## config.mk

```make
export PLATFORM = sky130hd
export DESIGN_NAME = apb4_completer_bridge_flat
export DESIGN_NICKNAME = d
export VERILOG_FILES = /design/src/rtl/apb4_completer_bridge_if.sv /design/src/rtl/apb4_completer_bridge.sv /design/src/flat_wrapper.sv
export SDC_FILE = /design/constraint.sdc
export NUM_CORES = 1
export LEC_CHECK = 0
export BUFFER_PORTS_ARGS = -buffer_cell sky130_fd_sc_hd__buf_4
export CAP_MARGIN = 15
export CORE_MARGIN = 8
export CORE_UTILIZATION = 45
export DETAILED_ROUTE_END_ITERATION = 10
export GPL_TIMING_DRIVEN = 1
export HOLD_SLACK_MARGIN = 0.03
export PLACE_DENSITY = 0.76
export SLEW_MARGIN = 5
export SYNTH_ARGS = -nofsm -noshare
export SYNTH_HDL_FRONTEND = slang
export SYNTH_SLANG_ARGS = --single-unit
```

## constraint.sdc

```tcl
create_clock -name pclk -period 4.75 [get_ports pclk]
set_input_delay 0 -clock pclk [delete_from_list [all_inputs] [get_ports pclk]]
set_output_delay 0 -clock pclk [all_outputs]
set_load 0.02 [all_outputs]
```

## src/rtl/apb4_completer_bridge_if.sv

```systemverilog
// APB3/APB4 requester-to-completer bus bundle used by apb4_completer_bridge.
// The master modport is the APB requester, the slave modport the completer.
interface apb4_completer_bridge_if #(
  parameter int AddressWidth = 20,
  parameter int DataWidth    = 32
);
  logic [AddressWidth-1:0]  paddr;
  logic                     psel;
  logic                     penable;
  logic                     pwrite;
  logic [DataWidth-1:0]     pwdata;
  logic [DataWidth/8-1:0]   pstrb;
  logic [2:0]               pprot;
  logic                     pready;
  logic [DataWidth-1:0]     prdata;
  logic                     pslverr;

  modport master (
    output paddr, psel, penable, pwrite, pwdata, pstrb, pprot,
    input  pready, prdata, pslverr
  );

  modport slave (
    input  paddr, psel, penable, pwrite, pwdata, pstrb, pprot,
    output pready, prdata, pslverr
  );
endinterface

```

## src/rtl/apb4_completer_bridge.sv

```systemverilog
// APB4 completer that decodes an address window and forwards each accepted
// transfer to a backend over a valid/ready request and a valid-only response.
//
//   state | meaning
//   IDLE  | waiting for a setup phase; decodes window, alignment and no-op writes
//   REQ   | req_valid high, request fields held until req_ready
//   WAIT  | request accepted, waiting for the rsp_valid pulse
//   DONE  | pready high with captured data/error until the access phase ends
//
// The timeout counter clears on entry to REQ and counts REQ/WAIT cycles; when it
// reaches TimeoutCycles without a handshake the transfer ends with an error and
// the backend request is abandoned. APB-facing outputs decode registered state
// only, so no combinational path exists from APB inputs to pready/prdata/pslverr.
module apb4_completer_bridge #(
  parameter int          AddressWidth  = 20,
  parameter int          DataWidth     = 32,
  parameter int unsigned BaseAddress   = 0,
  parameter int unsigned WindowSize    = 'h1000,
  parameter int unsigned TimeoutCycles = 256
) (
  input  logic                      pclk,
  input  logic                      presetn,
  apb4_completer_bridge_if.slave    apb,
  output logic                      req_valid,
  input  logic                      req_ready,
  output logic                      req_write,
  output logic [2:0]                req_prot,
  output logic [AddressWidth-1:0]   req_addr,
  output logic [DataWidth-1:0]      req_wdata,
  output logic [DataWidth/8-1:0]    req_strb,
  input  logic                      rsp_valid,
  input  logic [DataWidth-1:0]      rsp_rdata,
  input  logic                      rsp_error
);

  localparam int          StrbWidth = DataWidth / 8;
  // One spare count above TimeoutCycles so a late REQ handshake cannot wrap it.
  localparam int          CntWidth  = $clog2(TimeoutCycles + 2);
  localparam logic [63:0] WinLo     = 64'(BaseAddress);
  localparam logic [63:0] WinSpan   = 64'(WindowSize);
  localparam logic [63:0] AlignMask = 64'(StrbWidth - 1);

  typedef enum logic [1:0] {
    IDLE = 2'd0,
    REQ  = 2'd1,
    WAIT = 2'd2,
    DONE = 2'd3
  } state_t;

  state_t                  state_q, state_d;
  logic [AddressWidth-1:0] addr_q;
  logic                    write_q;
  logic [DataWidth-1:0]    wdata_q;
  logic [StrbWidth-1:0]    strb_q;
  logic [2:0]              prot_q;
  logic [DataWidth-1:0]    rdata_q;
  logic                    err_q;
  logic [CntWidth-1:0]     cnt_q;

  logic [63:0]             offset;
  logic                    setup;
  logic                    bad_addr;
  logic                    noop_write;
  logic                    timeout_hit;

  // Offset wraps to a huge value below BaseAddress, so one compare covers both ends.
  assign offset      = 64'(apb.paddr) - WinLo;
  assign setup       = apb.psel & ~apb.penable;
  assign bad_addr    = (offset >= WinSpan) || ((offset & AlignMask) != 64'd0);
  assign noop_write  = apb.pwrite && (apb.pstrb == '0);
  assign timeout_hit = (TimeoutCycles != 0) && (cnt_q >= CntWidth'(TimeoutCycles));

  // State register.
  always_ff @(posedge pclk or negedge presetn) begin
    if (!presetn) begin
      state_q <= IDLE;
    end else begin
      state_q <= state_d;
    end
  end

  // Next-state decode; a handshake in the timeout cycle takes priority.
  always_comb begin
    state_d = state_q;
    case (state_q)
      IDLE: begin
        if (setup) begin
          if (bad_addr || noop_write) begin
            state_d = DONE;
          end else begin
            state_d = REQ;
          end
        end
      end
      REQ: begin
        if (req_ready) begin
          state_d = WAIT;
        end else if (timeout_hit) begin
          state_d = DONE;
        end
      end
      WAIT: begin
        if (rsp_valid) begin
          state_d = DONE;
        end else if (timeout_hit) begin
          state_d = DONE;
        end
      end
      DONE: begin
        if (apb.psel && apb.penable) begin
          state_d = IDLE;
        end
      end
      default: state_d = IDLE;
    endcase
  end

  // Transfer capture, response capture and timeout counting.
  always_ff @(posedge pclk or negedge presetn) begin
    if (!presetn) begin
      addr_q  <= '0;
      write_q <= 1'b0;
      wdata_q <= '0;
      strb_q  <= '0;
      prot_q  <= '0;
      rdata_q <= '0;
      err_q   <= 1'b0;
      cnt_q   <= '0;
    end else begin
      case (state_q)
        IDLE: begin
          if (setup) begin
            addr_q  <= offset[AddressWidth-1:0];
            write_q <= apb.pwrite;
            wdata_q <= apb.pwdata;
            strb_q  <= apb.pwrite ? apb.pstrb : {StrbWidth{1'b1}};
            prot_q  <= apb.pprot;
            rdata_q <= '0;
            err_q   <= bad_addr;
            cnt_q   <= '0;
          end
        end
        REQ: begin
          if (cnt_q != {CntWidth{1'b1}}) begin
            cnt_q <= cnt_q + CntWidth'(1);
          end
          if (!req_ready && timeout_hit) begin
            err_q   <= 1'b1;
            rdata_q <= '0;
          end
        end
        WAIT: begin
          if (cnt_q != {CntWidth{1'b1}}) begin
            cnt_q <= cnt_q + CntWidth'(1);
          end
          if (rsp_valid) begin
            rdata_q <= write_q ? '0 : rsp_rdata;
            err_q   <= rsp_error;
          end else if (timeout_hit) begin
            err_q   <= 1'b1;
            rdata_q <= '0;
          end
        end
        default: begin
        end
      endcase
    end
  end

  assign req_valid = (state_q == REQ);
  assign req_write = write_q;
  assign req_prot  = prot_q;
  assign req_addr  = addr_q;
  assign req_wdata = wdata_q;
  assign req_strb  = strb_q;

  assign apb.pready  = (state_q == DONE);
  assign apb.prdata  = ((state_q == DONE) && !write_q) ? rdata_q : '0;
  assign apb.pslverr = (state_q == DONE) && err_q;

endmodule

```

## src/flat_wrapper.sv

```systemverilog
// flat-port wrapper written by rule: the top's interface ports become plain ports
module apb4_completer_bridge_flat 
#(
  parameter int          AddressWidth  = 20,
  parameter int          DataWidth     = 32,
  parameter int unsigned BaseAddress   = 0,
  parameter int unsigned WindowSize    = 'h1000,
  parameter int unsigned TimeoutCycles = 256
)
  (pclk, presetn, req_valid, req_ready, req_write, req_prot, req_addr, req_wdata, req_strb, rsp_valid, rsp_rdata, rsp_error, apb_paddr, apb_psel, apb_penable, apb_pwrite, apb_pwdata, apb_pstrb, apb_pprot, apb_pready, apb_prdata, apb_pslverr);
  apb4_completer_bridge_if #(.AddressWidth(AddressWidth), .DataWidth(DataWidth)) apb_i ();
  input  logic pclk;
  input  logic presetn;
  output logic req_valid;
  input  logic req_ready;
  output logic req_write;
  output logic [2:0] req_prot;
  output logic [AddressWidth-1:0] req_addr;
  output logic [DataWidth-1:0] req_wdata;
  output logic [DataWidth/8-1:0] req_strb;
  input  logic rsp_valid;
  input  logic [DataWidth-1:0] rsp_rdata;
  input  logic rsp_error;
  input wire logic [$bits(apb_i.paddr)-1:0] apb_paddr;
  input wire logic [$bits(apb_i.psel)-1:0] apb_psel;
  input wire logic [$bits(apb_i.penable)-1:0] apb_penable;
  input wire logic [$bits(apb_i.pwrite)-1:0] apb_pwrite;
  input wire logic [$bits(apb_i.pwdata)-1:0] apb_pwdata;
  input wire logic [$bits(apb_i.pstrb)-1:0] apb_pstrb;
  input wire logic [$bits(apb_i.pprot)-1:0] apb_pprot;
  output wire logic [$bits(apb_i.pready)-1:0] apb_pready;
  output wire logic [$bits(apb_i.prdata)-1:0] apb_prdata;
  output wire logic [$bits(apb_i.pslverr)-1:0] apb_pslverr;
  assign apb_i.paddr = apb_paddr;
  assign apb_i.psel = apb_psel;
  assign apb_i.penable = apb_penable;
  assign apb_i.pwrite = apb_pwrite;
  assign apb_i.pwdata = apb_pwdata;
  assign apb_i.pstrb = apb_pstrb;
  assign apb_i.pprot = apb_pprot;
  assign apb_pready = apb_i.pready;
  assign apb_prdata = apb_i.prdata;
  assign apb_pslverr = apb_i.pslverr;
  apb4_completer_bridge #(.AddressWidth(AddressWidth), .DataWidth(DataWidth), .BaseAddress(BaseAddress), .WindowSize(WindowSize), .TimeoutCycles(TimeoutCycles)) u_core (.pclk(pclk), .presetn(presetn), .apb(apb_i), .req_valid(req_valid), .req_ready(req_ready), .req_write(req_write), .req_prot(req_prot), .req_addr(req_addr), .req_wdata(req_wdata), .req_strb(req_strb), .rsp_valid(rsp_valid), .rsp_rdata(rsp_rdata), .rsp_error(rsp_error));
endmodule
```

==> flow_summary.toml <==
[synthesis]
synth_area_um2 = 4690
post_synthesis_net_count = 511
ys_seq_elements = 104
synth-async-reset-ratio_pct = 100
synth_cell_types = 41
synthFlopType = "dfrtp_1"
synth_enable_flop_cells = 0
synth-seq-area-share_pct = 55.5
ys.warnings.count = 0
syn_inst = 405
syn_avg_cell_area_um2 = 11.6

[timing]
final-max-slew-violation-count = 0
final_min_period_over_clock_period_pct = 48.0
rsz0062_at_grt = "false"
timing.slew.headroom_pct = 48.5
hold_viol = 0
minimum_clock_period_after_layout_ps = 2280
worstMarginPinSlew_ps = 772
finClkSkew_ps = 6.39
setup_viol_count_final = 0
layout_setup_ws_ps = 2470
maximum_clock_frequency_mhz = 439
tns_ps = 0

[setup_path]
timing.critical_path.cells = "ha_1, nand2_1, nor2_1, ha_1, a221o_1, or4_1, a21oi_1"
regToRegSetupSlack_ps = 2470
critPathRequiredTime_ps = 5040
timing.critical_path.to_type = "flop"
critPathMaxStageDelay_ps = 510
critical_path.slowest_cell = "or4_1"
worst-path-max-fanout = 12
cp_num_buf_inv = 0
timing.critical_path.from_type = "flop"
worst_r2r_startpoint = "u_core.cnt_q[0]"
worst-endpoint-arrival_ps = 2560
path_delay_family = "simple AND/OR/NAND/NOR gates"
critical_path.reg2reg.endpoint = "u_core.cnt_q[7]"
worstSetupPathType = "reg2reg"
r2r_cells = 7
cell_occurring_most_often_along_the_worst_timing_path = "ha_1"

[clock_network]
cts-root-to-sink-buffers = 2
cts.repair_timing.setup_buffer_count = 0
h_tree_lvls = 3
clock_tree_from_tritoncts = "built"
clock_latency_ps = 360
clk_root_buffer_cell = "clkbuf_8"
clkSlewWorstSetupHoldPaths_ps = 100
ctsHoldBuffers = 96
clock_sinks = 104
cts_made_buffers = 9
cts_resized = 0

[min_path]
hold_start = "rsp_valid"
worst_hold_path_type = "in2reg"
worstHoldPathCells = 5
timing.hold.worst_endpoint = "u_core.state_q[0]"

[cells_and_area]
most-common-layout-cells = "buf_4 (197), dfrtp_1 (104), dlygate4sd3_1 (96)"
area_growth_syn_to_layout_pct = 58.8
finish.instance_area_um2 = 7450
layout-drive-gt1-share_pct = 39.6
final_common_cell = "buf_4"
design.final.nets = 798

[floorplanning]
floorplan.die_area_um2 = 13900
die_extent_in_x_um = 118
placementRows = 37
die_height_um = 118
top_ports = 194
placeableCoreArea_um2 = 10200
start_util_pct = 45.8

[route]
initialDrtViolationCount = 190
detail_route.vias_per_cell = 4.89
detailroute.via_count = 4081
detail_route.first_pass.iterations = 6
drtAntennaViolNets = 0
detail_route.drc_violations = 0
wl_mm = 14.6
drt-wirelength-per-cell_um = 17.6

[placed_design]
place_worst_setup_slack_ps = 2500
gp_congestion = 0.840
dpl.hpwl_mm = 9.30
placed_area_um2 = 6270
buffer_ports.inserted = 193

[global_routing]
grt_first_pass_wirelength_mm = 23.4
grt_util_all_layers_pct = 20.7
antenna_found_initial = 1
grt_overflow = 0
pin_count_of_the_biggest_net_entering_global_routing = 65
grt_pass1_vias = 4608

[job]
cap_viol_max_count = 0

[pwr]
cellPowerDensity_nw_per_um2 = 578
vdd.ir_drop.worst_mv = 0.378
p_leak_nw = 3.68

[status]
outcome = "completed"
-- worst max path at each step --
stage	from	to	slack (ps)	cells after the start
floorplan	u_core.cnt_q[0]	u_core.cnt_q[7]	2780	7
global placement	u_core.state_q[0]	u_core.rdata_q[22]	2600	6
detailed placement	u_core.cnt_q[0]	u_core.cnt_q[7]	2500	7
CTS	u_core.cnt_q[0]	u_core.cnt_q[7]	2490	7
global route	u_core.state_q[1]	u_core.err_q	2350	7
finish	u_core.cnt_q[0]	u_core.cnt_q[7]	2470	7
-- power breakdown --
| part | total (W) | leakage (nW) | switching, W | internal, W |
|---|---|---|---|---|
| Sequential | 0.00156 | 1.32 | 0.000253 | 0.00130 |
| Clock | 0.000595 | 0.104 | 0.000297 | 0.000298 |
| Combinational | 0.00215 | 2.26 | 0.00115 | 0.000998 |
| Total | 0.00430 | 3.68 | 0.00170 | 0.00260 |
-- cells by family after synthesis --
family | count (synthesis) | share of synthesized area, %
flip-flops | 104 | 55.5
buffers and inverters | 58 | 5.15
AO/OA/AOI/OAI | 36 | 4.83
adder cells (fa/ha/maj) | 7 | 1.87
multiplexers | 89 | 20.5
AND/OR/NAND/NOR | 111 | 12.2
-- layer usage --
layer  routed length, µm  global-route usage [%]  vias up
met4                 357                    7.61        0
li1                    -                       -     1915
met1                5780                    22.5     1980
met5                   0                       0        -
met3                1290                    8.49       27
met2                7220                    35.3      159
-- through the flow --
| stage | cells | hold slack, ps | util (%) | total power, W |
|---|---|---|---|---|
| floorplan | 405 | -296 | - | 0.00279 |
| finish | 834 | 88.4 | 72.8 | 0.00430 |
| detailed placement | 721 | 76.6 | 61.3 | 0.00361 |
| CTS | 833 | 78.0 | 72.8 | 0.00428 |
| global placement | 720 | 71.8 | 61.2 | 0.00352 |
| global route | 834 | 109 | 72.8 | 0.00456 |
-- sequential cells by signal, indices dropped and copies added, names as in the netlist, 2 cells and up --
signal            count
u_core.req_strb       4
u_core.cnt_q          9
u_core.req_addr      20
u_core.state_q        2
u_core.req_prot       3
u_core.req_wdata     32
u_core.rdata_q       32
-- tightest hold or removal path: cells and delay by family --
kind / cells / cell delay [ps]
AO/OA/AOI/OAI: 2 / 190
AND/OR/NAND/NOR: 2 / 120
buffers and inverters: 1 / 90
-- synthesized netlist by cell type (2+ instances only) --
cell type,n,area [µm²]
dfrtp_1,104,2600
mux2_2,57,642
nand2_1,46,173
inv_1,40,150
and2_1,33,206
mux2i_1,32,320
o21ai_0,14,70.1
buf_2,10,50.1
nor2_1,8,30.0
ha_1,7,87.6
a21oi_1,6,30.0
clkbuf_1,6,22.5
nand3_1,5,25.0
nor2b_1,5,31.3
o31ai_1,3,22.5
a31oi_1,2,12.5
nor4_1,2,12.5
o41ai_1,2,17.5
-- area by class of cell --
cell class                 count  area, µm²
tap                          136        170
clock buffer                  11        131
clock inverter                 5       81.3
fill                         674       2780
timing repair buffer         294       2450
inverter                      40        150
multi-input combinational    243       1860
antenna                        1       2.50
sequential                   104       2600
Note: power is estimated with default switching activity, not from simulation.
